===== src/rtl/clock_display_formatter.sv =====
// clock_display_formatter: snapshots date/time fields, converts them through one serial
// double-dabble engine and assembles a blinkable BCD display frame.
module clock_display_formatter #(
    parameter int         DIGITS      = 8,
    parameter int         AUTO_PERIOD = 5,
    parameter logic [3:0] SEP_CODE    = 4'hA,
    parameter logic [3:0] BLANK_CODE  = 4'hF
) (
    input  logic                  clk,
    input  logic                  rst_n,
    input  logic                  sec_tick,
    input  logic [1:0]            mode,
    input  logic [13:0]           year,
    input  logic [3:0]            month,
    input  logic [4:0]            day,
    input  logic [2:0]            weekday,
    input  logic [4:0]            hour,
    input  logic [5:0]            minute,
    input  logic [5:0]            second,
    input  logic [DIGITS-1:0]     blink_mask,
    output logic [4*DIGITS-1:0]   digits,
    output logic [DIGITS-1:0]     dp,
    output logic                  frame_valid,
    output logic                  busy
);
    localparam int CW = AUTO_PERIOD > 1 ? $clog2(AUTO_PERIOD) : 1;

    typedef enum logic [1:0] {IDLE, SHIFT, STORE, ASSEMBLE} state_t;
    typedef enum logic [1:0] {V_TIME, V_DATE, V_WDAY} view_t;

    state_t              state, state_n;
    view_t               view_l, view_eff;
    logic [1:0]          mode_q, fi;
    logic [CW-1:0]       auto_cnt, cnt_n, base_cnt;
    logic                auto_view, view_n, base_view;
    logic                blink_phase, blink_l, pending;
    logic                ev, start, ent, wrap, last_field;
    logic [3:0]          cnt;
    logic [29:0]         sh, sh_add;
    logic [13:0]         snap1, snap2, f0, f1, f2, year_c;
    logic [15:0]         r0;
    logic [7:0]          r1, r2;
    logic [31:0]         frame8;
    logic [4*DIGITS-1:0] digits_n;
    logic [DIGITS-1:0]   dp_n;

    always_comb begin
        ev         = sec_tick | (mode != mode_q);
        start      = (state == IDLE) && (ev | pending);
        ent        = start && mode == 2'd3 && mode_q != 2'd3;
        base_cnt   = ent ? '0 : auto_cnt;
        base_view  = ent ? 1'b0 : auto_view;
        wrap       = base_cnt == CW'(AUTO_PERIOD - 1);
        cnt_n      = sec_tick ? (wrap ? '0 : base_cnt + 1'b1) : base_cnt;
        view_n     = (sec_tick && wrap) ? ~base_view : base_view;
        view_eff   = mode == 2'd3 ? (view_n ? V_DATE : V_TIME) : view_t'(mode);
        year_c     = year > 14'd9999 ? 14'd9999 : year;
        f0         = view_eff == V_TIME ? {9'b0, hour} : view_eff == V_DATE ? year_c : {11'b0, weekday};
        f1         = view_eff == V_TIME ? {8'b0, minute} : {10'b0, month};
        f2         = view_eff == V_TIME ? {8'b0, second} : {9'b0, day};
        last_field = view_l == V_WDAY ? fi == 2'd0 : fi == 2'd2;
    end

    // add-3 correction on every BCD nibble before the shift
    always_comb begin
        sh_add = sh;
        for (int k = 0; k < 4; k++)
            sh_add[14+4*k +: 4] = sh[14+4*k +: 4] >= 4'd5 ? sh[14+4*k +: 4] + 4'd3 : sh[14+4*k +: 4];
    end

    always_comb begin
        frame8 = view_l == V_TIME ? {r0[7:0], SEP_CODE, r1, SEP_CODE, r2} :
                 view_l == V_DATE ? {r0, r1, r2} :
                 {{6{BLANK_CODE}}, SEP_CODE, r0[3:0]};
        digits_n = {DIGITS{BLANK_CODE}};
        for (int i = 0; i < 8; i++)
            digits_n[4*i +: 4] = (blink_l && blink_mask[i]) ? BLANK_CODE : frame8[4*i +: 4];
        dp_n    = '0;
        dp_n[4] = view_l == V_DATE;
        dp_n[2] = view_l == V_DATE;
    end

    always_ff @(posedge clk or negedge rst_n)
        if (!rst_n) state <= IDLE;
        else        state <= state_n;

    always_comb begin
        state_n = state;
        unique case (state)
            IDLE:    state_n = start ? SHIFT : IDLE;
            SHIFT:   state_n = cnt == 4'd13 ? STORE : SHIFT;
            STORE:   state_n = last_field ? ASSEMBLE : SHIFT;
            default: state_n = IDLE;
        endcase
    end

    always_ff @(posedge clk or negedge rst_n) begin
        if (!rst_n) begin
            mode_q      <= 2'd0;
            auto_cnt    <= '0;
            auto_view   <= 1'b0;
            blink_phase <= 1'b0;
            pending     <= 1'b0;
            busy        <= 1'b0;
            frame_valid <= 1'b0;
            view_l      <= V_TIME;
            blink_l     <= 1'b0;
            fi          <= 2'd0;
            cnt         <= 4'd0;
            sh          <= '0;
            snap1       <= '0;
            snap2       <= '0;
            r0          <= '0;
            r1          <= '0;
            r2          <= '0;
            digits      <= {DIGITS{BLANK_CODE}};
            dp          <= '0;
        end else begin
            auto_cnt    <= cnt_n;
            auto_view   <= view_n;
            blink_phase <= blink_phase ^ sec_tick;
            frame_valid <= state == ASSEMBLE;
            pending     <= start ? 1'b0 : pending | ((state != IDLE) && ev);
            if (start) begin
                mode_q  <= mode;
                busy    <= 1'b1;
                view_l  <= view_eff;
                blink_l <= blink_phase;
                sh      <= {16'b0, f0};
                snap1   <= f1;
                snap2   <= f2;
                fi      <= 2'd0;
                cnt     <= 4'd0;
            end
            if (state == SHIFT) begin
                sh  <= {sh_add[28:0], 1'b0};
                cnt <= cnt + 4'd1;
            end
            if (state == STORE) begin
                if (fi == 2'd0) r0 <= sh[29:14];
                if (fi == 2'd1) r1 <= sh[21:14];
                if (fi == 2'd2) r2 <= sh[21:14];
                fi  <= fi + 2'd1;
                cnt <= 4'd0;
                sh  <= {16'b0, (fi == 2'd0 ? snap1 : snap2)};
            end
            // events seen during this frame keep busy high into the next refresh
            if (state == ASSEMBLE) begin
                digits <= digits_n;
                dp     <= dp_n;
                busy   <= pending | ev;
            end
        end
    end
endmodule


===== config.mk =====
export PLATFORM = sky130hd
export DESIGN_NAME = clock_display_formatter
export DESIGN_NICKNAME = d
export VERILOG_FILES = /design/src/rtl/clock_display_formatter.sv
export SDC_FILE = /design/constraint.sdc
export NUM_CORES = 1
export LEC_CHECK = 0
export ABC_AREA = 1
export CAP_MARGIN = 10
export CORE_MARGIN = 3
export CORE_UTILIZATION = 53
export CTS_CLUSTER_DIAMETER = 30
export CTS_CLUSTER_SIZE = 12
export DETAILED_ROUTE_END_ITERATION = 7
export GPL_ROUTABILITY_DRIVEN = 0
export HOLD_SLACK_MARGIN = 0.03
export PLACE_DENSITY = 0.78
export SLEW_MARGIN = 0
export SYNTH_ARGS = -nofsm -noshare
export SYNTH_HDL_FRONTEND = slang
export SYNTH_SLANG_ARGS = --single-unit

===== constraint.sdc =====
create_clock -name clk -period 5.4 [get_ports clk]
set_input_delay 1.08 -clock clk [delete_from_list [all_inputs] [get_ports clk]]
set_output_delay 1.08 -clock clk [all_outputs]
set_load 0.02 [all_outputs]

# Yosys cells after proc, flatten, opt, wreduce, memory -nomap -nowiden
# Cells that the tools add are included.
dict set report classes {
  add_sub_neg 7
  n_lt_le_gt_ge 5
  eq_ne 13
  n_mux 43
  n_bitwise 5
  n_reduce_logical 24
}
# operator count
set op_table {}
lappend op_table {{30-bit two-way mux} 3}
lappend op_table {{32-bit two-way mux} 2}
lappend op_table {{14-bit two-way mux} 4}
lappend op_table {{4-bit two-way mux} 14}
lappend op_table {{4-bit by 3-bit greater-or-equal comparator with 1-bit output (second input constant)} 4}
lappend op_table {{14-bit greater-than comparator (second input constant)} 1}
lappend op_table {{1-bit logical AND} 13}
lappend op_table {{4-bit by 2-bit adder with 4-bit output (second input constant)} 3}
lappend op_table {{3-bit two-way mux} 4}
lappend op_table {{6-bit two-way mux} 2}
lappend op_table {{2-bit equality test (second input constant)} 5}
lappend op_table {{2-bit two-way mux} 5}
lappend op_table {{2-bit by 1-bit equality test with 1-bit output (second input constant)} 4}
lappend op_table {{2-bit logical NOT} 4}
lappend op_table {{1-bit two-way mux} 8}
lappend op_table {{2-bit case mux with 3 select lines} 1}
lappend op_table {{2-bit AND reduction} 3}
lappend op_table {{2-bit nonzero test} 3}
lappend op_table {{4-bit by 1-bit adder with 4-bit output (second input constant)} 1}
lappend op_table {{4-bit equality test (second input constant)} 1}
lappend op_table {{3-bit by 1-bit adder with 3-bit output (second input constant)} 1}
lappend op_table {{3-bit by 2-bit adder with 3-bit output (second input constant)} 1}
lappend op_table {{3-bit equality test (second input constant)} 1}
lappend op_table {{1-bit bitwise OR} 3}
lappend op_table {{other kinds (6)} 6}
dict set report totals {
  regBits 144
  inputBits 56
  out_inout_bits 42
  elab_cells 117
}

# Logic depth before layout (Yosys ltp)
# Gate-level depths: netlist of run 1.
dict set report logic_depth {
  depth_word 18
  ltp_mapped 18
  ltp_nobuf 18
}

# Least setup slack after synthesis of run 1
# OpenSTA, ideal clock, no wires.
dict set report synth_timing {
  path_kind {in2reg}
  from {in sec_tick}
  to {reg snap1[3]}
  setup_ns 0.127
  arrival_ns 2.761
  required_time_ns 5.273
  setup_slack_ns 2.512
  cell_stages 16
  path_buffers 2
  cell_sequence {buf_2 -> nor2_1 -> o21a_1 -> nand2_2 -> nand3_4 -> nand2_1 -> ha_1 -> nand3_2 -> nor2_4 -> nand2_2 -> nand3_2 -> nand2_4 -> nand2_4 -> buf_6 -> o21ai_2 -> o21ai_2}
}
dict set report synth_between {
  elab_chain_cells 13
  elab_cells_between_ends 15
  classes_between {eq/ne: 1; mux: 6; bitwise: 3; reduce/logical: 5}
}
# item line
set synth_lines {}
lappend synth_lines {{start: declaration} 11} ;# input logic sec_tick,
lappend synth_lines {{1-bit bitwise OR} 48} ;# ev = sec_tick | (mode != mode_q);
lappend synth_lines {{1-bit bitwise OR} 49} ;# start = (state == IDLE) && (ev | pending);
lappend synth_lines {{1-bit logical AND} 49}
lappend synth_lines {{1-bit logical AND (2 in series)} 50} ;# ent = start && mode == 2'd3 && mode_q != 2'd3;
lappend synth_lines {{3-bit two-way mux} 51} ;# base_cnt = ent ? '0 : auto_cnt;
lappend synth_lines {{3-bit equality test} 53} ;# wrap = base_cnt == CW'(AUTO_PERIOD - 1);
lappend synth_lines {{1-bit logical AND} 55} ;# view_n = (sec_tick && wrap) ? ~base_view : base_view;
lappend synth_lines {{1-bit two-way mux} 55}
lappend synth_lines {{1-bit two-way mux} 56} ;# view_eff = mode == 2'd3 ? (view_n ? V_DATE : V_TIME) : view_t'(mode);
lappend synth_lines {{2-bit two-way mux} 56}
lappend synth_lines {{2-bit logical NOT} 59} ;# f1 = view_eff == V_TIME ? {8'b0, minute} : {10'b0, month};
lappend synth_lines {{6-bit two-way mux} 59}
lappend synth_lines {{end signal: assignment} 111} ;# snap1 <= '0;
lappend synth_lines {{end signal: assignment} 130} ;# snap1 <= f1;
lappend synth_lines {{end: declaration} 40} ;# logic [13:0] snap1, snap2, f0, f1, f2, year_c;
# Several ways; a longest one is shown, not always the timed one.
# A chain may end at the register's enable or synchronous reset.

# Worst setup path after layout of run 1
dict set report layout_timing {
  from {in mode[0]}
  to {reg sh[9]}
}
dict set report layout_between {
  elab_chain_cells 18
  elab_cells_between_ends 23
  classes_between {eq/ne: 4; mux: 10; bitwise: 3; reduce/logical: 6}
}
# item line
set layout_lines {}
lappend layout_lines {{start: declaration} 12} ;# input logic [1:0] mode,
lappend layout_lines {{2-bit != test} 48}
lappend layout_lines {{1-bit bitwise OR} 48}
lappend layout_lines {{1-bit bitwise OR} 49}
lappend layout_lines {{1-bit logical AND} 49}
lappend layout_lines {{1-bit logical AND (2 in series)} 50}
lappend layout_lines {{3-bit two-way mux} 51}
lappend layout_lines {{3-bit equality test} 53}
lappend layout_lines {{1-bit logical AND} 55}
lappend layout_lines {{1-bit two-way mux} 55}
lappend layout_lines {{1-bit two-way mux} 56}
lappend layout_lines {{2-bit two-way mux} 56}
lappend layout_lines {{2-bit by 1-bit equality test with 1-bit output} 58} ;# f0 = view_eff == V_TIME ? {9'b0, hour} : view_eff == V_DATE ? year_c : {11'b0, weekday};
lappend layout_lines {{14-bit two-way mux (2 in series)} 58}
lappend layout_lines {{30-bit two-way mux} 124} ;# if (start) begin
lappend layout_lines {{30-bit two-way mux} 135} ;# if (state == SHIFT) begin
lappend layout_lines {{30-bit two-way mux} 139} ;# if (state == STORE) begin
lappend layout_lines {{end signal: assignment} 129} ;# sh <= {16'b0, f0};
lappend layout_lines {{end signal: assignment} 136} ;# sh <= {sh_add[28:0], 1'b0};
lappend layout_lines {{end signal: assignment} 145} ;# sh <= {16'b0, (fi == 2'd0 ? snap1 : snap2)};
lappend layout_lines {{end: declaration} 39} ;# logic [29:0] sh, sh_add;
# Several ways; a longest one is shown, not always the timed one. The select of a mux whose other input is x is not followed.

==> impl_results.md, run 1 <==
- Status: completed
- Cell row count: 38
- Slew of the pin with the lowest slew margin: 924 ps
- Clock share of power: 39.9%
- Total internal power: 2010 µW
- Syn Inst Count: 722
- Max Slew Vio Count: 0
- Die area: 0.0130 mm²
- Synth Cell Area: 0.00620 mm²
- Final min period: 3370 ps
- Final hold vios: 0
- ANT cells: 0
- Root buffer cell: clkbuf_16
- Post-cts sizing count: 0
- Yosys top cell area share: 38.7%
- Psw: 779 µW
- CTS tree: yes
- Worst Setup Start Kind: primary input
- H-tree Lvls: 4
- # DRC: 0
- Total track usage: 24.7%
- Gate power share: 16.9%
- Sequential area share after synthesis: 52.3%
- Initial antenna violation count: 0
- Reg power frac: 43.2%
- Antenna-violating nets left: 0
- CTS max path bufs: 2
- Post-synth cell types: 43
- Endpoints failing setup: 0
- Initial Utilization: 55.8%
- Pleak: 0.00351 µW
- Crit-path max cell delay: 580 ps
- Crit Path Category: in2reg
- Number of enable flip-flop cells after synthesis: 0
- Largest net degree at the start of global routing: 49
- Clk sinks: 128
- Hold Crit Class: reg2reg
- Routed vias/inst: 5.53
- # hold bufs at CTS: 0
- Synth area leader: dfrtp_1
- Worst ir drop on vdd: 0.291 mV
- Layout cell share with drive strength beyond 1: 12.0%
- Clk_lat worst skew: 410 ps
- CP dominant cell by count: nand2_2
- First-pass GRT wire length: 25,500 µm
- Yosys reg bits: 128
- Sw Ratio: 27.9%
- Setup TNS: 0 ps
- DR pass1 iterations: 5
- Die height: 114 µm
- Slowest stage cell, crit path: clkdlybuf4s50_1
- Total CTS buffers: 17
- DR WL/cell: 16.0 µm
- Core area: 0.0111 mm²
- Final Skew: 8.15 ps
- Worst-path clk slew: 50 ps
- Slew margin rel.: 38.3%
- Fmax: 0.297 GHz
- Port Buffers: 91
- Design area: 0.00775 mm²
- Crit share post-route: 62.3%
- WL final: 15,300 µm
- Worst path cell trace: clkdlybuf4s50_1 > inv_1 > nand2_1 > nand2_2 > nor2_4 > nand2_2 > nand2_2 > nand2_2 > nor2_2 > inv_2 > o21ai_0
- Dominant cells by area after synthesis: dfrtp_1 (39%), dfstp_2 (14%), nand2_1 (10%)
- I/O pin total: 98
- Crit-path max FO: 26
- Die Wd: 114 µm
- Vias in the first global route: 5,198
- Yosys warns: 0
- Hpwl dp: 10,700 µm
- # Post-CTS Setup Buffers: 0
- Max-Cap Viols: 0
- Crit path DAT: 3680 ps
- Pwr dens: 360 mW/mm²
- Async SR Flop Fraction: 100%
- Vias: 5,311
- Most frequent cell after synthesis: nand2_1
- Ys flop type: dfrtp_1
- Initial drt markers: 460
- Setup crit end kind: register
- GRT overflow: 0
- Area Growth Syn to Fin: 25.0%
- Nets: 878
- Placed Area: 0.00717 mm²
- Commonest cells in the netlist: nand2_1 (171), dfrtp_1 (96), o21ai_0 (72), inv_1 (62), nor2_1 (61)
- Synth Area per Inst: 8.59 µm²
- CP required: 5710 ps
- Unrepaired setup endpoints after global routing: no
-- placed cells by master, fill, tap and decap left out, types with 2 or more instances in the layout --
master,netlist,final
a211oi_1,2,2
a21oi_1,57,57
a22o_1,2,2
buf_4,7,5
clkbuf_1,20,4
clkbuf_16,0,17
clkbuf_8,0,7
clkdlybuf4s50_1,0,90
clkinv_2,0,2
conb_1,1,6
dfrtp_1,96,96
dfstp_2,32,32
ha_1,15,15
inv_1,62,62
inv_2,2,2
mux2i_1,3,3
nand2_1,171,171
nand2_2,9,9
nand2_4,2,2
nand3_1,22,22
nand3_2,3,3
nand3_4,2,2
nand4_1,5,5
nor2_1,61,61
nor2_4,3,3
nor3_1,2,2
o21ai_0,72,72
o21ai_1,9,9
o21ai_2,9,9
o22ai_1,25,25
o32ai_1,2,2
xnor2_1,3,3
xor2_1,5,5
-- through the flow --
step	hold WS, ps	power, µW	utilization, %	worst slack (ps)	cells
after floorplan	439	1490	-	2510	727
after global placement	462	1660	64.4	1790	928
after detailed placement	460	1690	64.4	1670	928
after CTS	479	2800	69.7	2070	960
after global routing	498	2920	69.7	1730	960
final	480	2790	69.7	2030	960
-- layout make-up --
cell class | instances | area (µm²)
clock buffer | 28 | 537
tap | 140 | 175
clock inverter | 4 | 47.5
fill | 839 | 3370
multi-input combinational | 500 | 2570
timing repair buffer | 95 | 938
inverter | 65 | 244
sequential | 128 | 3240
-- final timing paths --
kind	start	to	slack, ps	depth (start not counted)
max	mode[0]	sh[9]$_DFFE_PN0P_	2030	11
max reg2reg	mode_q[0]$_DFFE_PN0N_	sh[9]$_DFFE_PN0P_	2980	10
min in group asynchronous	rst_n	mode_q[0]$_DFFE_PN0N_	650	1
min	snap2[0]$_DFFE_PN0N_	snap2[0]$_DFFE_PN0N_	480	2
max in group asynchronous	rst_n	sh[19]$_DFFE_PN0P_	3740	2
min reg2reg	snap2[0]$_DFFE_PN0N_	snap2[0]$_DFFE_PN0N_	480	2
-- cells by family (layout without fill, tap and decap cells) --
| logic type | count (synthesis) | in the layout | synth area share, % |
|---|---|---|---|
| and+or+nand+nor | 284 | 284 | 19.9 |
| xor gates and xnor gates | 8 | 8 | 1.13 |
| adders and majority gates | 15 | 15 | 3.03 |
| AOI/OAI and AO/OA | 184 | 184 | 16.5 |
| DFF | 128 | 128 | 52.3 |
| muxes | 3 | 3 | 0.484 |
| other | 1 | 6 | 0.0605 |
| buffers and inverters | 99 | 192 | 6.62 |
-- state kept, by name (all words and copies together), names as in the netlist, 3 cells and up --
signal / cells
digits: 32
sh: 30
r0: 16
r1: 8
r2: 8
snap1: 6
snap2: 6
cnt: 4
auto_cnt: 3
-- routing by layer --
layer  vias up  part of all wire (%)  GRT usage [%]  routed length [µm]
li1       2552                     -              -                   -
met1      2556                    44           34.2                6730
met2       177                    49           38.7                7510
met3        26                   5.6           5.71                 853
met4         0                   1.4           8.39                 222
met5         -                     0              0                   0
-- power by group through the flow --
stage,Combinational (µW),Sequential [µW],Clock (µW)
floorplan,293,1200,0
global placement,454,1210,0
detailed placement,472,1210,0
CTS,477,1200,1120
global route,531,1220,1170
finish,473,1210,1110
-- worst max-delay path, delay by kind of cell --
kind / cells / cell delay, ps
buf+inv: 3 / 1040
compound gates: 1 / 300
simple gates: 7 / 1260
No activity file was read; power rests on OpenSTA's default activity.
==> inputs of run 2 (changes only) <==
--- a/config.mk
+++ b/config.mk
@@ -8,13 +8,13 @@
 export ABC_AREA = 1
 export CAP_MARGIN = 10
 export CORE_MARGIN = 3
-export CORE_UTILIZATION = 53
+export CORE_UTILIZATION = 49
 export CTS_CLUSTER_DIAMETER = 30
 export CTS_CLUSTER_SIZE = 12
 export DETAILED_ROUTE_END_ITERATION = 7
 export GPL_ROUTABILITY_DRIVEN = 0
 export HOLD_SLACK_MARGIN = 0.03
-export PLACE_DENSITY = 0.78
+export PLACE_DENSITY = 0.76
 export SLEW_MARGIN = 0
 export SYNTH_ARGS = -nofsm -noshare
 export SYNTH_HDL_FRONTEND = slang
==> constraint.sdc (replaced) <==
create_clock -name clk -period 2.9 [get_ports clk]
set_input_delay 0.58 -clock clk [delete_from_list [all_inputs] [get_ports clk]]
set_output_delay 0.58 -clock clk [all_outputs]
set_load 0.02 [all_outputs]
==> run 2 against run 1 <==
Combinational power rose by 92%. First-iteration DRC count fell by 3.9%. Clock-buffer cell count rose by 4. Wire length rose by 0.19%. Final area rose by 1.2%. Critical path depth rose by 5. Sequential cell count did not move. Clock skew fell by 1.0 ps. Sequential power rose by 85%. Via count rose by 2.2%. Core utilization fell by 5.5 points. Global-route usage fell by 2.1 points. Largest cell class unchanged.
==> impl_results.md, run 2 (same netlist as run 1, synthesis figures left out) <==
- Commonest non-fill, non-tap cell in the layout: nand2_1
- Die height: 119 µm
- First-pass GRT wire length: 25,800 µm
- CP bufs+invs: 2
- Routed vias/inst: 5.43
- Filler cell count: 1,017
- # Post-CTS Setup Buffers: 0
- Setup TNS: 0 ps
- CP required: 3180 ps
- Crit-path max FO: 15
- Antenna-violating nets left: 0
- Top flop regs: digits x32, sh x30, r0 x16
- Clk_lat worst skew: 410 ps
- Die Wd: 119 µm
- Vias: 5,426
- Crit share post-route: 88.3%
- Slew margin rel.: 37.2%
- Clock share of power: 37.9%
- Total internal power: 3640 µW
- Gate power share: 18.0%
- Total CTS buffers: 17
- Reg power frac: 44.1%
- Unrepaired setup endpoints after global routing: no
- Clk sinks: 128
- Setup crit end kind: register
- Slew of the pin with the lowest slew margin: 940 ps
- # DRC: 0
- Total track usage: 22.6%
- Initial antenna violation count: 0
- Max FFs per register: 32
- H-tree Lvls: 4
- Largest net degree at the start of global routing: 46
- Biggest register: digits
- Worst path cell trace: clkdlybuf4s50_1 > inv_1 > o21a_1 > nand2_2 > nand3_4 > nand2_1 > ha_1 > nand3_2 > nor2_4 > nand2_2 > nand3_2 > nand2_4 > nand2_4 > nand3_1 > nand2_1 > a21oi_1
- ANT cells: 0
- Post-cts sizing count: 0
- Cell row count: 40
- Register Area: 0.00324 mm²
- Slowest stage cell, crit path: clkdlybuf4s50_1
- Hold Crit Class: in2async
- DR pass1 iterations: 5
- Worst ir drop on vdd: 0.477 mV
- Die area: 0.0140 mm²
- Sw Ratio: 28.1%
- Final hold vios: 0
- CTS max path bufs: 2
- Final min period: 2560 ps
- Final Skew: 7.12 ps
- GRT overflow: 0
- Fmax: 0.390 GHz
- Final core utilization: 64.2%
- Psw: 1430 µW
- Crit-path max cell delay: 540 ps
- Initial drt markers: 442
- Initial Utilization: 50.8%
- Footprint of the multi-input gates: 0.00257 mm²
- CP top delay family: simple AND/OR/NAND/NOR gates
- Status: completed
- Worst-path clk slew: 50 ps
- Max-Cap Viols: 0
- Core area: 0.0122 mm²
- Max Slew Vio Count: 0
- Vias in the first global route: 5,302
- Layout cell share with drive strength beyond 1: 12.4%
- Pleak: 0.00354 µW
- Worst Setup Start Kind: primary input
- Root buffer cell: clkbuf_16
- Crit Path Category: in2reg
- WL final: 15,300 µm
- Hpwl dp: 10,900 µm
- Pwr dens: 646 mW/mm²
- Nets: 889
- Area Growth Syn to Fin: 26.4%
- I/O pin total: 98
- Port Buffers: 91
- Crit path DAT: 2840 ps
- # hold bufs at CTS: 0
- Endpoints failing setup: 0
- Most frequent cells in the layout: nand2_1 (171), dfrtp_1 (96), clkdlybuf4s50_1 (90)
- DR WL/cell: 15.4 µm
- CTS tree: yes
-- run 2: cell count changes in the layout (fill, tap and decap cells not counted) --
cell,before,now
clkinvlp_4,1,0
clkbuf_8,7,5
clkinv_2,2,0
clkbuf_1,4,10
buf_12,0,2
buf_4,5,14
bufinv_16,1,0
-- run 2: through the flow --
stage | total power [µW] | setup slack [ps] | hold WS, ps | area [µm²] | std cells
floorplan | 2780 | 512 | 284 | 6220 | 727
global placement | 3120 | 55.8 | 462 | 7310 | 967
detailed placement | 3160 | -72.5 | 454 | 7310 | 967
CTS | 5080 | 354 | 170 | 7840 | 999
global route | 5310 | 77.2 | 192 | 7840 | 999
finish | 5060 | 339 | 169 | 7840 | 999
-- run 2: per-layer routing --
layer | wire length (µm) | share of wire (%) | global-route usage, %
met4 | 273 | 1.8 | 7.53
met1 | 6660 | 43 | 29.9
met3 | 862 | 5.6 | 5.89
met5 | 0 | 0 | 0
met2 | 7550 | 49 | 36.5
-- run 2: worst paths after layout --
path,startpoint,slack (ps),to,cells past startpoint
max in group asynchronous,rst_n,1940,sh[1]$_DFFE_PN0P_,2
worst min register to register,blink_phase$_DFF_PN0_,470,blink_phase$_DFF_PN0_,1
worst max register to register,state[0]$_DFF_PN0_,610,sh[1]$_DFFE_PN0P_,13
worst max-delay path,mode[1],340,sh[1]$_DFFE_PN0P_,16
min in group clk,blink_phase$_DFF_PN0_,470,blink_phase$_DFF_PN0_,1
worst min-delay path,rst_n,170,frame_valid$_DFF_PN0_,1
-- run 2: power by group through the flow --
stage | clock network [µW] | logic (µW) | registers, µW
after floorplan | 0 | 546 | 2230
after global placement | 0 | 873 | 2250
after detailed placement | 0 | 904 | 2250
after CTS | 1940 | 913 | 2230
after global routing | 2030 | 1020 | 2260
final | 1920 | 910 | 2240
-- run 2: area by class of cell --
cell class / instances / share of cell area, %
Tap cell: 168 / 2.68
Inverter: 65 / 3.11
Multi-Input combinational cell: 500 / 32.7
Clock buffer: 32 / 6.78
Sequential cell: 128 / 41.3
Timing Repair Buffer: 106 / 13.3
==> inputs of run 3 (changes only) <==
--- a/config.mk
+++ b/config.mk
@@ -12,7 +12,6 @@
 export CTS_CLUSTER_DIAMETER = 30
 export CTS_CLUSTER_SIZE = 12
 export DETAILED_ROUTE_END_ITERATION = 7
-export GPL_ROUTABILITY_DRIVEN = 0
 export HOLD_SLACK_MARGIN = 0.03
 export PLACE_DENSITY = 0.76
 export SLEW_MARGIN = 0
==> run 3 against run 2 <==
Wire length down 1.3%. Non-clock buffer count unchanged. Final area up 0.37%. Power up 1.4%. Critical path type unchanged. Highest routed layer unchanged.
==> impl_results.md, run 3 (same netlist as run 1, synthesis figures left out) <==
- Dpl cells: 967
- Cell row count: 40
- Slew of the pin with the lowest slew margin: 945 ps
- Total CTS buffers: 17
- Crit path DAT: 2840 ps
- Slew margin rel.: 36.9%
- Hpwl dp: 10,800 µm
- Final Skew: 5.01 ps
- Vias: 5,305
- Crit-path max FO: 15
- Placed Area: 0.00731 mm²
- Psw: 1430 µW
- ANT cells: 0
- R2R cell count: 13
- Footprint of the multi-input gates: 0.00257 mm²
- CP top delay family: simple AND/OR/NAND/NOR gates
- Sw Ratio: 27.8%
- Worst ir drop on vdd: 0.390 mV
- Crit path depth: 16
- DR pass1 iterations: 5
- Design area: 0.00787 mm²
- Unrepaired setup endpoints after global routing: no
- CTS max path bufs: 2
- WL final: 15,200 µm
- Register Area: 0.00324 mm²
- Antenna-violating nets left: 0
- H-tree Lvls: 4
- Post-Layout Cell Count: 998
- Final min period: 2550 ps
- GP Congestion: 0.884
- Initial drt markers: 463
- Total internal power: 3710 µW
- Max FFs per register: 32
- Area Growth Syn to Fin: 26.9%
- Biggest register: digits
- Max Slew Vio Count: 0
- Slowest stage cell, crit path: clkdlybuf4s50_1
- Total track usage: 22.3%
- Post-cts sizing count: 0
- Pleak: 0.00357 µW
- Port Buffers: 91
- Filler cell count: 995
- Reg-to-reg setup timing slack: 610 ps
- Status: completed
- Setup crit end kind: register
- Core area: 0.0122 mm²
- Reg power frac: 43.5%
- Crit-path max cell delay: 520 ps
- Final hold vios: 0
- Hold Crit Class: in2async
- CP required: 3180 ps
- GRT overflow: 0
- Initial Utilization: 50.8%
- Initial antenna violation count: 0
- CP bufs+invs: 2
- Commonest non-fill, non-tap cell in the layout: nand2_1
- DR WL/cell: 15.2 µm
- Clock share of power: 38.9%
- Most frequent cells in the layout: nand2_1 (171), dfrtp_1 (96), clkdlybuf4s50_1 (90)
- Die Wd: 119 µm
- Pwr dens: 652 mW/mm²
- # DRC: 0
- Crit Path Category: in2reg
- Clk_lat worst skew: 410 ps
- Endpoints failing setup: 0
- Crit share post-route: 88.1%
- Layout cell share with drive strength beyond 1: 13.1%
- Worst-path clk slew: 50 ps
- Die area: 0.0140 mm²
- Gate power share: 17.5%
- Fmax: 0.392 GHz
- First-pass GRT wire length: 25,500 µm
- Max-Cap Viols: 0
- Top flop regs: digits x32, sh x30, r0 x16
- Worst path cell trace: clkdlybuf4s50_1 > inv_1 > o21a_1 > nand2_2 > nand3_4 > nand2_1 > ha_1 > nand3_2 > nor2_4 > nand2_2 > nand3_2 > nand2_4 > nand2_4 > nand3_1 > nand2_1 > a21oi_1
- Largest net degree at the start of global routing: 48
- Worst Setup Start Kind: primary input
- Clk sinks: 128
- Nets: 889
- # hold bufs at CTS: 0
- Routed vias/inst: 5.32
- Die height: 119 µm
- Root buffer cell: clkbuf_16
- CTS tree: yes
- # Post-CTS Setup Buffers: 0
- Vias in the first global route: 5,332
- I/O pin total: 98
## run 3: path summary, 6_finish.rpt
kind,from,endpoint
max in group asynchronous,rst_n,digits[6]$_DFFE_PN1P_
max reg2reg,state[0]$_DFF_PN0_,sh[1]$_DFFE_PN0P_
min,rst_n,r1[1]$_DFFE_PN0P_
min in group clk,blink_phase$_DFF_PN0_,blink_phase$_DFF_PN0_
min reg2reg,blink_phase$_DFF_PN0_,blink_phase$_DFF_PN0_
max,mode[1],sh[1]$_DFFE_PN0P_
## run 3: cell type report
class / instances / area share (%)
flip-flops and latches: 128 / 41.2
multi-input cells: 500 / 32.6
repair buffers: 106 / 13.3
clock buffers: 25 / 6.42
inverters: 65 / 3.10
well taps: 168 / 2.67
clock inverters: 6 / 0.699
## run 3: power groups by stage
stage               clock network, µW  registers, µW  logic, µW
finish                           2000           2230        901
global route                     2110           2260       1010
CTS                              2020           2230        908
detailed placement                  0           2250        900
global placement                    0           2250        872
floorplan                           0           2230        546
## run 3: metrics by stage
stage	TNS, ps	power [µW]	utilization (%)	hold slack (ps)	worst slack [ps]
finish	0	5130	64.5	151	346
global route	0	5380	64.5	199	142
CTS	0	5160	64.5	176	367
detailed placement	-240	3150	59.9	462	-55.4
global placement	0	3120	59.9	463	49.0
floorplan	0	2780	-	284	512
## run 3: layer usage
metal	GRT usage [%]	share of wire, %	vias up
li1	-	-	2568
met1	30.4	44	2551
met2	35.5	49	170
met3	5.07	5.8	16
met4	7.31	1.2	0
met5	0	0	-
